File: src/rtl/vedic_mul_arbiter_if.sv
// Operand and response bundle for vedic_mul_arbiter: two requesters and one tagged product channel.
// The master modport is the requester/consumer side and the slave modport is the arbiter.
interface vedic_mul_arbiter_if;
  logic        req0_valid;
  logic        req0_ready;
  logic [31:0] req0_a;
  logic [31:0] req0_b;
  logic        req1_valid;
  logic        req1_ready;
  logic [31:0] req1_a;
  logic [31:0] req1_b;
  logic        rsp_valid;
  logic        rsp_ready;
  logic        rsp_id;
  logic [63:0] rsp_y;

  modport master (
    output req0_valid, req0_a, req0_b,
    input  req0_ready,
    output req1_valid, req1_a, req1_b,
    input  req1_ready,
    input  rsp_valid, rsp_id, rsp_y,
    output rsp_ready
  );

  modport slave (
    input  req0_valid, req0_a, req0_b,
    output req0_ready,
    input  req1_valid, req1_a, req1_b,
    output req1_ready,
    output rsp_valid, rsp_id, rsp_y,
    input  rsp_ready
  );
endinterface

File: src/rtl/vedic_mul_arbiter.sv
// Round-robin arbiter sharing one combinational Vedic 32x32 multiplier, sampled as a MUL_CYCLES multicycle path.
// Optional grant statistics (gnt0/gnt1 counters, stats_clr) are built when VEDIC_MUL_ARBITER_STATS_EN is defined.

module vedic_2x2 (
  input  logic [1:0] i_a,
  input  logic [1:0] i_b,
  output logic [3:0] o_y
);
  logic w_p00, w_p01, w_p10, w_p11, w_c1;

  assign w_p00 = i_a[0] & i_b[0];
  assign w_p01 = i_a[0] & i_b[1];
  assign w_p10 = i_a[1] & i_b[0];
  assign w_p11 = i_a[1] & i_b[1];
  // Urdhva-Tiryagbhyam base: vertical and crosswise products folded with half adders.
  assign w_c1  = w_p01 & w_p10;
  assign o_y   = {w_p11 & w_c1, w_p11 ^ w_c1, w_p01 ^ w_p10, w_p00};
endmodule

module vedic_4x4 (
  input  logic [3:0] i_a,
  input  logic [3:0] i_b,
  output logic [7:0] o_y
);
  logic [3:0] w_ll, w_lh, w_hl, w_hh;
  logic [4:0] w_mid;

  vedic_2x2 u_ll (.i_a(i_a[1:0]), .i_b(i_b[1:0]), .o_y(w_ll));
  vedic_2x2 u_lh (.i_a(i_a[1:0]), .i_b(i_b[3:2]), .o_y(w_lh));
  vedic_2x2 u_hl (.i_a(i_a[3:2]), .i_b(i_b[1:0]), .o_y(w_hl));
  vedic_2x2 u_hh (.i_a(i_a[3:2]), .i_b(i_b[3:2]), .o_y(w_hh));

  assign w_mid = {1'b0, w_lh} + {1'b0, w_hl};
  assign o_y   = {w_hh, w_ll} + {1'b0, w_mid, 2'b00};
endmodule

module vedic_8x8 (
  input  logic [7:0]  i_a,
  input  logic [7:0]  i_b,
  output logic [15:0] o_y
);
  logic [7:0] w_ll, w_lh, w_hl, w_hh;
  logic [8:0] w_mid;

  vedic_4x4 u_ll (.i_a(i_a[3:0]), .i_b(i_b[3:0]), .o_y(w_ll));
  vedic_4x4 u_lh (.i_a(i_a[3:0]), .i_b(i_b[7:4]), .o_y(w_lh));
  vedic_4x4 u_hl (.i_a(i_a[7:4]), .i_b(i_b[3:0]), .o_y(w_hl));
  vedic_4x4 u_hh (.i_a(i_a[7:4]), .i_b(i_b[7:4]), .o_y(w_hh));

  assign w_mid = {1'b0, w_lh} + {1'b0, w_hl};
  assign o_y   = {w_hh, w_ll} + {3'd0, w_mid, 4'd0};
endmodule

module vedic_16x16 (
  input  logic [15:0] i_a,
  input  logic [15:0] i_b,
  output logic [31:0] o_y
);
  logic [15:0] w_ll, w_lh, w_hl, w_hh;
  logic [16:0] w_mid;

  vedic_8x8 u_ll (.i_a(i_a[7:0]),  .i_b(i_b[7:0]),  .o_y(w_ll));
  vedic_8x8 u_lh (.i_a(i_a[7:0]),  .i_b(i_b[15:8]), .o_y(w_lh));
  vedic_8x8 u_hl (.i_a(i_a[15:8]), .i_b(i_b[7:0]),  .o_y(w_hl));
  vedic_8x8 u_hh (.i_a(i_a[15:8]), .i_b(i_b[15:8]), .o_y(w_hh));

  assign w_mid = {1'b0, w_lh} + {1'b0, w_hl};
  assign o_y   = {w_hh, w_ll} + {7'd0, w_mid, 8'd0};
endmodule

module vedic_32x32 (
  input  logic [31:0] a,
  input  logic [31:0] b,
  output logic [63:0] y
);
  logic [31:0] w_ll, w_lh, w_hl, w_hh;
  logic [32:0] w_mid;

  vedic_16x16 u_ll (.i_a(a[15:0]),  .i_b(b[15:0]),  .o_y(w_ll));
  vedic_16x16 u_lh (.i_a(a[15:0]),  .i_b(b[31:16]), .o_y(w_lh));
  vedic_16x16 u_hl (.i_a(a[31:16]), .i_b(b[15:0]),  .o_y(w_hl));
  vedic_16x16 u_hh (.i_a(a[31:16]), .i_b(b[31:16]), .o_y(w_hh));

  assign w_mid = {1'b0, w_lh} + {1'b0, w_hl};
  assign y     = {w_hh, w_ll} + {15'd0, w_mid, 16'd0};
endmodule

module vedic_mul_arbiter #(
  parameter int MUL_CYCLES = 2,
  parameter int CNT_W      = 4
) (
  input  logic                i_clk,
  input  logic                i_rst,
  vedic_mul_arbiter_if.slave  bus
`ifdef VEDIC_MUL_ARBITER_STATS_EN
  ,
  input  logic                i_stats_clr,
  output logic [15:0]         o_gnt0_cnt,
  output logic [15:0]         o_gnt1_cnt
`endif
);
  // state  | meaning
  // S_IDLE | waiting for a requester; grant and ready are combinational here only
  // S_CALC | op_a/op_b held on the multiplier while the settle counter runs down
  // S_DONE | product registered, rsp_valid high until rsp_ready
  typedef enum logic [1:0] {
    S_IDLE = 2'd0,
    S_CALC = 2'd1,
    S_DONE = 2'd2
  } state_t;

  state_t           r_state;
  logic             r_last_grant;
  logic             r_cur_id;
  logic [31:0]      r_op_a;
  logic [31:0]      r_op_b;
  logic [CNT_W-1:0] r_cnt;
  logic             r_rsp_valid;
  logic             r_rsp_id;
  logic [63:0]      r_rsp_y;

  logic             w_idle;
  logic             w_grant;
  logic             w_accept;
  logic [63:0]      w_y;

  assign w_idle = (r_state == S_IDLE);

  always_comb begin
    w_grant = ~r_last_grant;
    if (bus.req0_valid && !bus.req1_valid) begin
      w_grant = 1'b0;
    end else if (bus.req1_valid && !bus.req0_valid) begin
      w_grant = 1'b1;
    end
  end

  assign bus.req0_ready = w_idle && bus.req0_valid && !w_grant;
  assign bus.req1_ready = w_idle && bus.req1_valid && w_grant;
  assign w_accept       = bus.req0_ready || bus.req1_ready;

  // Multiplier sees only the operand registers, so its inputs cannot move during CALC.
  vedic_32x32 u_mul (
    .a (r_op_a),
    .b (r_op_b),
    .y (w_y)
  );

  always_ff @(posedge i_clk or posedge i_rst) begin
    if (i_rst) begin
      r_state      <= S_IDLE;
      r_last_grant <= 1'b1;
      r_cur_id     <= 1'b0;
      r_op_a       <= '0;
      r_op_b       <= '0;
      r_cnt        <= '0;
      r_rsp_valid  <= 1'b0;
      r_rsp_id     <= 1'b0;
      r_rsp_y      <= '0;
    end else begin
      unique case (r_state)
        S_IDLE: begin
          if (w_accept) begin
            r_op_a       <= w_grant ? bus.req1_a : bus.req0_a;
            r_op_b       <= w_grant ? bus.req1_b : bus.req0_b;
            r_cur_id     <= w_grant;
            r_last_grant <= w_grant;
            r_cnt        <= CNT_W'(MUL_CYCLES - 1);
            r_state      <= S_CALC;
          end
        end
        S_CALC: begin
          if (r_cnt == '0) begin
            r_rsp_y     <= w_y;
            r_rsp_id    <= r_cur_id;
            r_rsp_valid <= 1'b1;
            r_state     <= S_DONE;
          end else begin
            r_cnt <= r_cnt - CNT_W'(1);
          end
        end
        S_DONE: begin
          if (bus.rsp_ready) begin
            r_rsp_valid <= 1'b0;
            r_state     <= S_IDLE;
          end
        end
        default: begin
          r_rsp_valid <= 1'b0;
          r_state     <= S_IDLE;
        end
      endcase
    end
  end

  assign bus.rsp_valid = r_rsp_valid;
  assign bus.rsp_id    = r_rsp_id;
  assign bus.rsp_y     = r_rsp_y;

`ifdef VEDIC_MUL_ARBITER_STATS_EN
  logic [15:0] r_gnt0_cnt;
  logic [15:0] r_gnt1_cnt;

  // Clear takes priority over a coincident accept.
  always_ff @(posedge i_clk or posedge i_rst) begin
    if (i_rst) begin
      r_gnt0_cnt <= '0;
      r_gnt1_cnt <= '0;
    end else if (i_stats_clr) begin
      r_gnt0_cnt <= '0;
      r_gnt1_cnt <= '0;
    end else begin
      if (bus.req0_ready && (r_gnt0_cnt != 16'hFFFF)) begin
        r_gnt0_cnt <= r_gnt0_cnt + 16'd1;
      end
      if (bus.req1_ready && (r_gnt1_cnt != 16'hFFFF)) begin
        r_gnt1_cnt <= r_gnt1_cnt + 16'd1;
      end
    end
  end

  assign o_gnt0_cnt = r_gnt0_cnt;
  assign o_gnt1_cnt = r_gnt1_cnt;
`endif
endmodule

File: src/flat_wrapper.sv
// flat-port wrapper written by rule: the top's interface ports become plain ports
module vedic_mul_arbiter_flat 
#(
  parameter int MUL_CYCLES = 2,
  parameter int CNT_W      = 4
)
  (i_clk, i_rst, bus_req0_valid, bus_req0_a, bus_req0_b, bus_req0_ready, bus_req1_valid, bus_req1_a, bus_req1_b, bus_req1_ready, bus_rsp_valid, bus_rsp_id, bus_rsp_y, bus_rsp_ready);
  vedic_mul_arbiter_if bus_i ();
  input  logic i_clk;
  input  logic i_rst;
  input wire logic [$bits(bus_i.req0_valid)-1:0] bus_req0_valid;
  input wire logic [$bits(bus_i.req0_a)-1:0] bus_req0_a;
  input wire logic [$bits(bus_i.req0_b)-1:0] bus_req0_b;
  output wire logic [$bits(bus_i.req0_ready)-1:0] bus_req0_ready;
  input wire logic [$bits(bus_i.req1_valid)-1:0] bus_req1_valid;
  input wire logic [$bits(bus_i.req1_a)-1:0] bus_req1_a;
  input wire logic [$bits(bus_i.req1_b)-1:0] bus_req1_b;
  output wire logic [$bits(bus_i.req1_ready)-1:0] bus_req1_ready;
  output wire logic [$bits(bus_i.rsp_valid)-1:0] bus_rsp_valid;
  output wire logic [$bits(bus_i.rsp_id)-1:0] bus_rsp_id;
  output wire logic [$bits(bus_i.rsp_y)-1:0] bus_rsp_y;
  input wire logic [$bits(bus_i.rsp_ready)-1:0] bus_rsp_ready;
  assign bus_i.req0_valid = bus_req0_valid;
  assign bus_i.req0_a = bus_req0_a;
  assign bus_i.req0_b = bus_req0_b;
  assign bus_req0_ready = bus_i.req0_ready;
  assign bus_i.req1_valid = bus_req1_valid;
  assign bus_i.req1_a = bus_req1_a;
  assign bus_i.req1_b = bus_req1_b;
  assign bus_req1_ready = bus_i.req1_ready;
  assign bus_rsp_valid = bus_i.rsp_valid;
  assign bus_rsp_id = bus_i.rsp_id;
  assign bus_rsp_y = bus_i.rsp_y;
  assign bus_i.rsp_ready = bus_rsp_ready;
  vedic_mul_arbiter #(.MUL_CYCLES(MUL_CYCLES), .CNT_W(CNT_W)) u_core (.i_clk(i_clk), .i_rst(i_rst), .bus(bus_i));
endmodule
File: config.mk
export PLATFORM = sky130hd
export DESIGN_NAME = vedic_mul_arbiter_flat
export DESIGN_NICKNAME = d
export VERILOG_FILES = /design/src/rtl/vedic_mul_arbiter_if.sv /design/src/rtl/vedic_mul_arbiter.sv /design/src/flat_wrapper.sv
export SDC_FILE = /design/constraint.sdc
export NUM_CORES = 2
export LEC_CHECK = 0
export CORE_MARGIN = 8
export CORE_UTILIZATION = 32
export CTS_BUF_LIST = sky130_fd_sc_hd__clkbuf_8
export CTS_CLUSTER_SIZE = 16
export DETAILED_ROUTE_END_ITERATION = 8
export GPL_ROUTABILITY_DRIVEN = 0
export PLACE_DENSITY = 0.44
export SLEW_MARGIN = 20
export SYNTH_ARGS = -nofsm -noshare
export SYNTH_HDL_FRONTEND = slang
export SYNTH_SLANG_ARGS = --single-unit
File: constraint.sdc
create_clock -name i_clk -period 20.6 [get_ports i_clk]
set_clock_uncertainty 0.1 [all_clocks]
set_input_delay 4.12 -clock i_clk [delete_from_list [all_inputs] [get_ports i_clk]]
set_output_delay 4.12 -clock i_clk [all_outputs]
set_load 0.1 [all_outputs]
## Word-level counts from Yosys, hierarchy flattened

Index checks and enable logic that the tools add are counted.
Widths: inputs -> output; s select.

| word-level totals | value |
|---|---|
| bits in registers | 138 |
| bits of input ports | 133 |
| output and inout bits | 68 |
| word-level logic and storage cells | 2268 |

| operators by class | value |
|---|---|
| add/sub/neg operators | 171 |
| equality and inequality tests | 6 |
| multiplexer cells | 14 |
| bitwise gates (word level) | 2050 |
| reductions and logical operators | 18 |

Operator list:

| operator | number |
|---|---|
| $and 1x1->1 | 1536 |
| $add 8x7->8 | 64 |
| $xor 1x1->1 | 512 |
| $add 4x4->5 | 64 |
| $add 16x13->16 | 16 |
| $add 8x8->9 | 16 |
| $add 32x25->32 | 4 |
| $add 16x16->17 | 4 |
| $add 64x49->64 | 1 |
| $mux 32 | 2 |
| $add 32x32->33 | 1 |
| $reduce_and 3->1 | 3 |
| $mux 4 | 2 |
| $pmux 4 s2 | 1 |
| $logic_and 1x1->1 | 6 |
| $mux 2 | 3 |
| $ne 2x2->1 const B | 3 |
| $pmux 2 s3 | 1 |
| $logic_not 4->1 | 1 |
| $mux 1 | 4 |
| $reduce_and 2->1 | 2 |
| $sub 4x1->4 const B | 1 |
| $logic_not 1->1 | 3 |
| $pmux 1 s3 | 1 |
| 7 further kinds | 8 |

## Longest topological paths before layout

| logic depth | value |
|---|---|
| depth after elaboration | 11 |
| gate-level depth with buffers | 53 |
| gate-level depth less buffers | 52 |

## By module

A second synthesis with hierarchy kept.

| second synthesis, totals | value |
|---|---|
| cells, all modules | 7495 |
| area, all modules | 63916.3 um2 |

Modules (own cells, without submodules):

| module | times used | cells each | area each (um2) | sequential area each (um2) |
|---|---|---|---|---|
| vedic_4x4 | 64 | 34 | 311.5 | 0.0 |
| vedic_2x2 | 256 | 7 | 57.6 | 0.0 |
| vedic_8x8 at u_core.u_mul.u_hl.u_hl ... | 11 | 91 | 738.2 | 0.0 |
| vedic_mul_arbiter | 1 | 557 | 6383.6 | 3454.6 |
| vedic_16x16 at u_core.u_mul.u_hl ... | 3 | 256 | 1863.0 | 0.0 |
| vedic_32x32 | 1 | 478 | 3573.4 | 0.0 |
| vedic_8x8 at u_core.u_mul.u_hh.u_hl ... | 4 | 93 | 747.0 | 0.0 |
| vedic_16x16 at u_core.u_mul.u_hh | 1 | 254 | 1845.5 | 0.0 |
| vedic_8x8 at u_core.u_mul.u_hh.u_hh | 1 | 97 | 743.2 | 0.0 |

## Worst setup path before layout

No wires, ideal clock.

| timing | value |
|---|---|
| path type | in2out |
| start | in bus_req0_valid |
| end | out bus_req0_ready |
| arrival | 5.643 ns |
| data required time | 16.380 ns |
| slack | 10.737 ns |
| stages on the path | 2 |
| path buffers | 0 |
| path through | nand2_1 a21oi_1 |

| between the ends | value |
|---|---|
| cells in the longest elaborated chain, start to end | 6 |
| elaborated cells on any way between the ends | 8 |
| those cells by class | mux (2); reduce/logical (6) |

Ends and longest elaborated chain:

| element | line | text |
|---|---|---|
| from (decl) | flat_wrapper.sv:11 | `input wire logic [$bits(bus_i.req0_valid)-1:0] bus_req0_valid;` |
| $logic_not 1->1 | vedic_mul_arbiter.sv:133 | `end else if (bus.req1_valid && !bus.req0_valid) begin` |
| $logic_and 1x1->1 | vedic_mul_arbiter.sv:133 |  |
| $mux 1 | vedic_mul_arbiter.sv:133 |  |
| $mux 1 | vedic_mul_arbiter.sv:131 | `if (bus.req0_valid && !bus.req1_valid) begin` |
| $logic_not 1->1 | vedic_mul_arbiter.sv:138 | `assign bus.req0_ready = w_idle && bus.req0_valid && !w_grant;` |
| $logic_and 1x1->1 * | vedic_mul_arbiter.sv:138 |  |
| to (decl) | flat_wrapper.sv:14 | `output wire logic [$bits(bus_i.req0_ready)-1:0] bus_req0_ready;` |

Mark *: on every way between the ends. The rest lies on a longest branch, timed or not.

## Worst setup path in the final report

| timing | value |
|---|---|
| start | reg u_core.r_op_a[0] |
| end | reg u_core.r_rsp_y[63], in the netlist u_core.bus.rsp_y[63] |

| between the ends | value |
|---|---|
| cells in the longest elaborated chain, start to end | 11 |
| elaborated cells on any way between the ends | 126 |
| those cells by class | add/sub (30); bitwise (96) |

Ends and longest elaborated chain:

| element | line | text |
|---|---|---|
| from (decl) | vedic_mul_arbiter.sv:115 | `logic [31:0] r_op_a;` |
| from (signal assigned) | vedic_mul_arbiter.sv:164 | `r_op_a <= w_grant ? bus.req1_a : bus.req0_a;` |
| $and 1x1->1 | vedic_mul_arbiter.sv:12 | `assign w_p01 = i_a[0] & i_b[1];` |
| $and 1x1->1 | vedic_mul_arbiter.sv:16 | `assign w_c1 = w_p01 & w_p10;` |
| $xor 1x1->1 / $and 1x1->1 (equally long branches) | vedic_mul_arbiter.sv:17 | `assign o_y = {w_p11 & w_c1, w_p11 ^ w_c1, w_p01 ^ w_p10, w_p00};` |
| $add 4x4->5 | vedic_mul_arbiter.sv:33 | `assign w_mid = {1'b0, w_lh} + {1'b0, w_hl};` |
| $add 8x7->8 | vedic_mul_arbiter.sv:34 | `assign o_y = {w_hh, w_ll} + {1'b0, w_mid, 2'b00};` |
| $add 8x8->9 | vedic_mul_arbiter.sv:50 | `assign w_mid = {1'b0, w_lh} + {1'b0, w_hl};` |
| $add 16x13->16 | vedic_mul_arbiter.sv:51 | `assign o_y = {w_hh, w_ll} + {3'd0, w_mid, 4'd0};` |
| $add 16x16->17 | vedic_mul_arbiter.sv:67 | `assign w_mid = {1'b0, w_lh} + {1'b0, w_hl};` |
| $add 32x25->32 | vedic_mul_arbiter.sv:68 | `assign o_y = {w_hh, w_ll} + {7'd0, w_mid, 8'd0};` |
| $add 32x32->33 | vedic_mul_arbiter.sv:84 | `assign w_mid = {1'b0, w_lh} + {1'b0, w_hl};` |
| $add 64x49->64 * | vedic_mul_arbiter.sv:85 | `assign y = {w_hh, w_ll} + {15'd0, w_mid, 16'd0};` |
| to (signal assigned) | vedic_mul_arbiter.sv:174 | `r_rsp_y <= w_y;` |
| to (decl) | vedic_mul_arbiter.sv:120 | `logic [63:0] r_rsp_y;` |

Marked as above.
A chain may end at the register's enable or synchronous reset.

==> flow_summary.yaml <==
sta:
  finalHoldViolCount: 0
  worst_pin_slew_ns: 1.071
  slew_headroom_pct: 28.61
  rsz0062_at_grt: "false"
  post-route-period-util_pct: 55.78
  fmax_ghz: 0.08702
  fin_crit_ns: 11.49
  setup_viol: 0
  tns_ns: 0
  finalMaxSlewViolations: 0
  hold_ws_ns: 0.3849
route:
  vias: 45320
  drcViolationCount: 0
  drtAntennaViolNets: 0
  drt_pass1_iterations: 6
  drt_iter0_markers: 1771
  routed_wl_um: 166400
  routed_via_density: 4.872
  wire_per_inst_um: 17.89
yosys:
  synthTopCellsByCount: "ha_1, and2_1, xnor2_1"
  synthTopCellsByArea: "ha_1, and2_1, xnor2_1"
  synth_area_mm2: 0.05694
  ys_async_sr_fraction_pct: 100.0
  synth_nets: 8715
  ys_seq_area_share_pct: 6.067
  yosysMostFrequentCell: "ha_1"
  synth_top_area_share_pct: 34.26
  yosysWarnings: 0
  ys_ff_latch: 138
  synthCells: 6853
  synth_edf_count: 0
  synth_cell_types: 72
  synth_top_cell_by_area: "ha_1"
  ys.flop_type: "dfrtp_1"
  syn_avg_cell_area_um2: 8.309
finish:
  syn_to_final_growth_pct: 9.104
  drive_above_1_share_pct: 2.133
  n_fill_cell: 18690
  design_area_mm2: 0.06212
  nets: 8786
global_route:
  grt_usage_pct: 17.31
  grt.overflow.total: 0
  grt_pass1_wl_um: 264200
  antenna_found_initial: 12
  grt_max_degree: 68
  first_global_vias: 46590
worst_setup_path:
  path_delay_family: "adder cells"
  crit_start: "u_core.r_op_a[0]"
  required_ns: 21.02
  startpoint_type: "flop"
  worst-setup-path-type: "flop to flop"
  worst_setup_path_end_kind: "flop"
  slowest_stage: "o41ai_1"
  crit_path_frequent_cell: "ha_1"
  critPathMaxStageDelay_ns: 0.70
  worst_r2r_startpoint: "u_core.r_op_a[0]"
  worstPathBufferInverterCount: 4
  crit_arrival_ns: 11.91
  crit_fanout: 34
cts:
  clkLatencyLatePin_ns: 0.66
  cts.sinks: 138
  clockBufferDepth: 2
  cts_buffers: 17
  cts_hold_buf: 0
  cts_tree: "done"
  cts_root_buffer: "clkbuf_8"
  cts_htree_levels: 4
  cts_resized: 0
  postCtsSetupBuffers: 0
  clk_pin_slew_ns: 0.13
run:
  cap_viol_max_count: 0
floorplan:
  die_x_um: 437.8
  start_util_pct: 32.05
  die-area_mm2: 0.1917
  ioPinCount: 201
  core-area_mm2: 0.1776
  rows: 155
  fp.dieH_um: 437.8
hold_path:
  min-delay-start: "u_core.bus.rsp_y[48]"
  hp-class: "flop to flop"
placement:
  io_buffers: 200
  placed_area_mm2: 0.06167
  place_hpwl_um: 134600
outcome:
  status: "finished clean"
tightest hold or removal path: stages, from the launching register on:
cell and delay (ns):
dfrtp_1 0.35, nand2_1 0.04, o21ai_0 0.06
final cells by class:
class	instances	area [um2]	area share, %
Antenna cell	10	25.02	0.04028
Clock buffer	19	261.5	0.4209
Clock inverter	13	165.2	0.2659
Inverter	548	2062	3.319
Multi-Input combinational cell	5937	50590	81.44
Sequential cell	138	3455	5.561
Tap cell	2355	2947	4.743
Timing Repair Buffer	282	2618	4.213
metrics by stage:
| step | instances | worst slack, ns | util (%) |
|---|---|---|---|
| detailed placement | 9260 | 9.069 | 34.72 |
| CTS | 9292 | 8.956 | 34.96 |
| finish | 9302 | 9.108 | 34.97 |
| floorplan | 6853 | 10.74 | - |
| global route | 9292 | 8.036 | 34.96 |
| global placement | 9260 | 9.230 | 34.72 |
kinds of logic (layout without fill, tap and decap cells):
group	Yosys count	in the layout	share of synthesized area, %
buffers and inverters	778	862	5.129
muxes	74	74	1.318
xor gates and xnor gates	831	831	12.80
other	0	10	0
AOI/OAI and AO/OA	1570	1570	17.36
adders and majority gates	1729	1729	40.23
DFF	138	138	6.067
and+or+nand+nor	1733	1733	17.10
final timing paths:
| check | end | slack (ns) | depth (start not counted) |
|---|---|---|---|
| max | u_core.bus.rsp_y[63] | 9.11 | 43 |
| min | u_core.bus.rsp_y[48] | 0.38 | 2 |
| max reg2reg | u_core.bus.rsp_y[63] | 9.11 | 43 |
| min reg2reg | u_core.bus.rsp_y[48] | 0.38 | 2 |
| max in group asynchronous | u_core.r_op_a[10] | 15.37 | 3 |
| min in group asynchronous | u_core.r_op_b[31] | 3.77 | 2 |
layout by cell type (no fill, tap or decap), types with 5 or more instances in the layout:
master and n:
a2111oi_0 5, a211oi_1 16, a21o_1 416, a21oi_1 634
a31oi_1 11, and2_1 1035, and3_1 13, buf_4 82
clkbuf_8 19, clkdlybuf4s50_1 200, dfrtp_1 137, diode_2 10
fa_1 170, ha_1 1559, inv_1 548, inv_6 5
mux2_2 8, mux2i_1 66, nand2_1 152, nand2b_1 58
nand3_1 36, nand4_1 11, nor2_1 271, nor2b_1 75
nor3_1 40, nor3b_1 6, nor4_1 6, o211ai_1 11
o21a_1 46, o21ai_0 166, o21ai_1 8, o21bai_1 186
o311ai_0 5, o31ai_1 12, o41ai_1 9, or3_1 6
or4_1 6, xnor2_1 662, xor2_1 168
state kept, by name (all words and copies together) (netlist names):
register              flops
u_core.r_cnt              4
u_core.r_last_grant       1
u_core.bus.rsp_valid      1
u_core.r_cur_id           1
u_core.r_op_b            32
u_core.bus.rsp_id         1
u_core.bus.rsp_y         64
u_core.r_op_a            32
u_core.r_state            2
routing by layer:
layer | GRT usage, % | up-vias | part of all wire (%)
met3 | 1.537 | 85 | 2.0
met5 | 0 | - | 0
met4 | 3.176 | 0 | 1.6
met1 | 21.81 | 21220 | 46
li1 | - | 23650 | -
met2 | 32.24 | 356 | 50
Power is left out: the tool's default activity adds up to more than one toggle a clock period on the data nets, which glitch-free logic cannot reach.
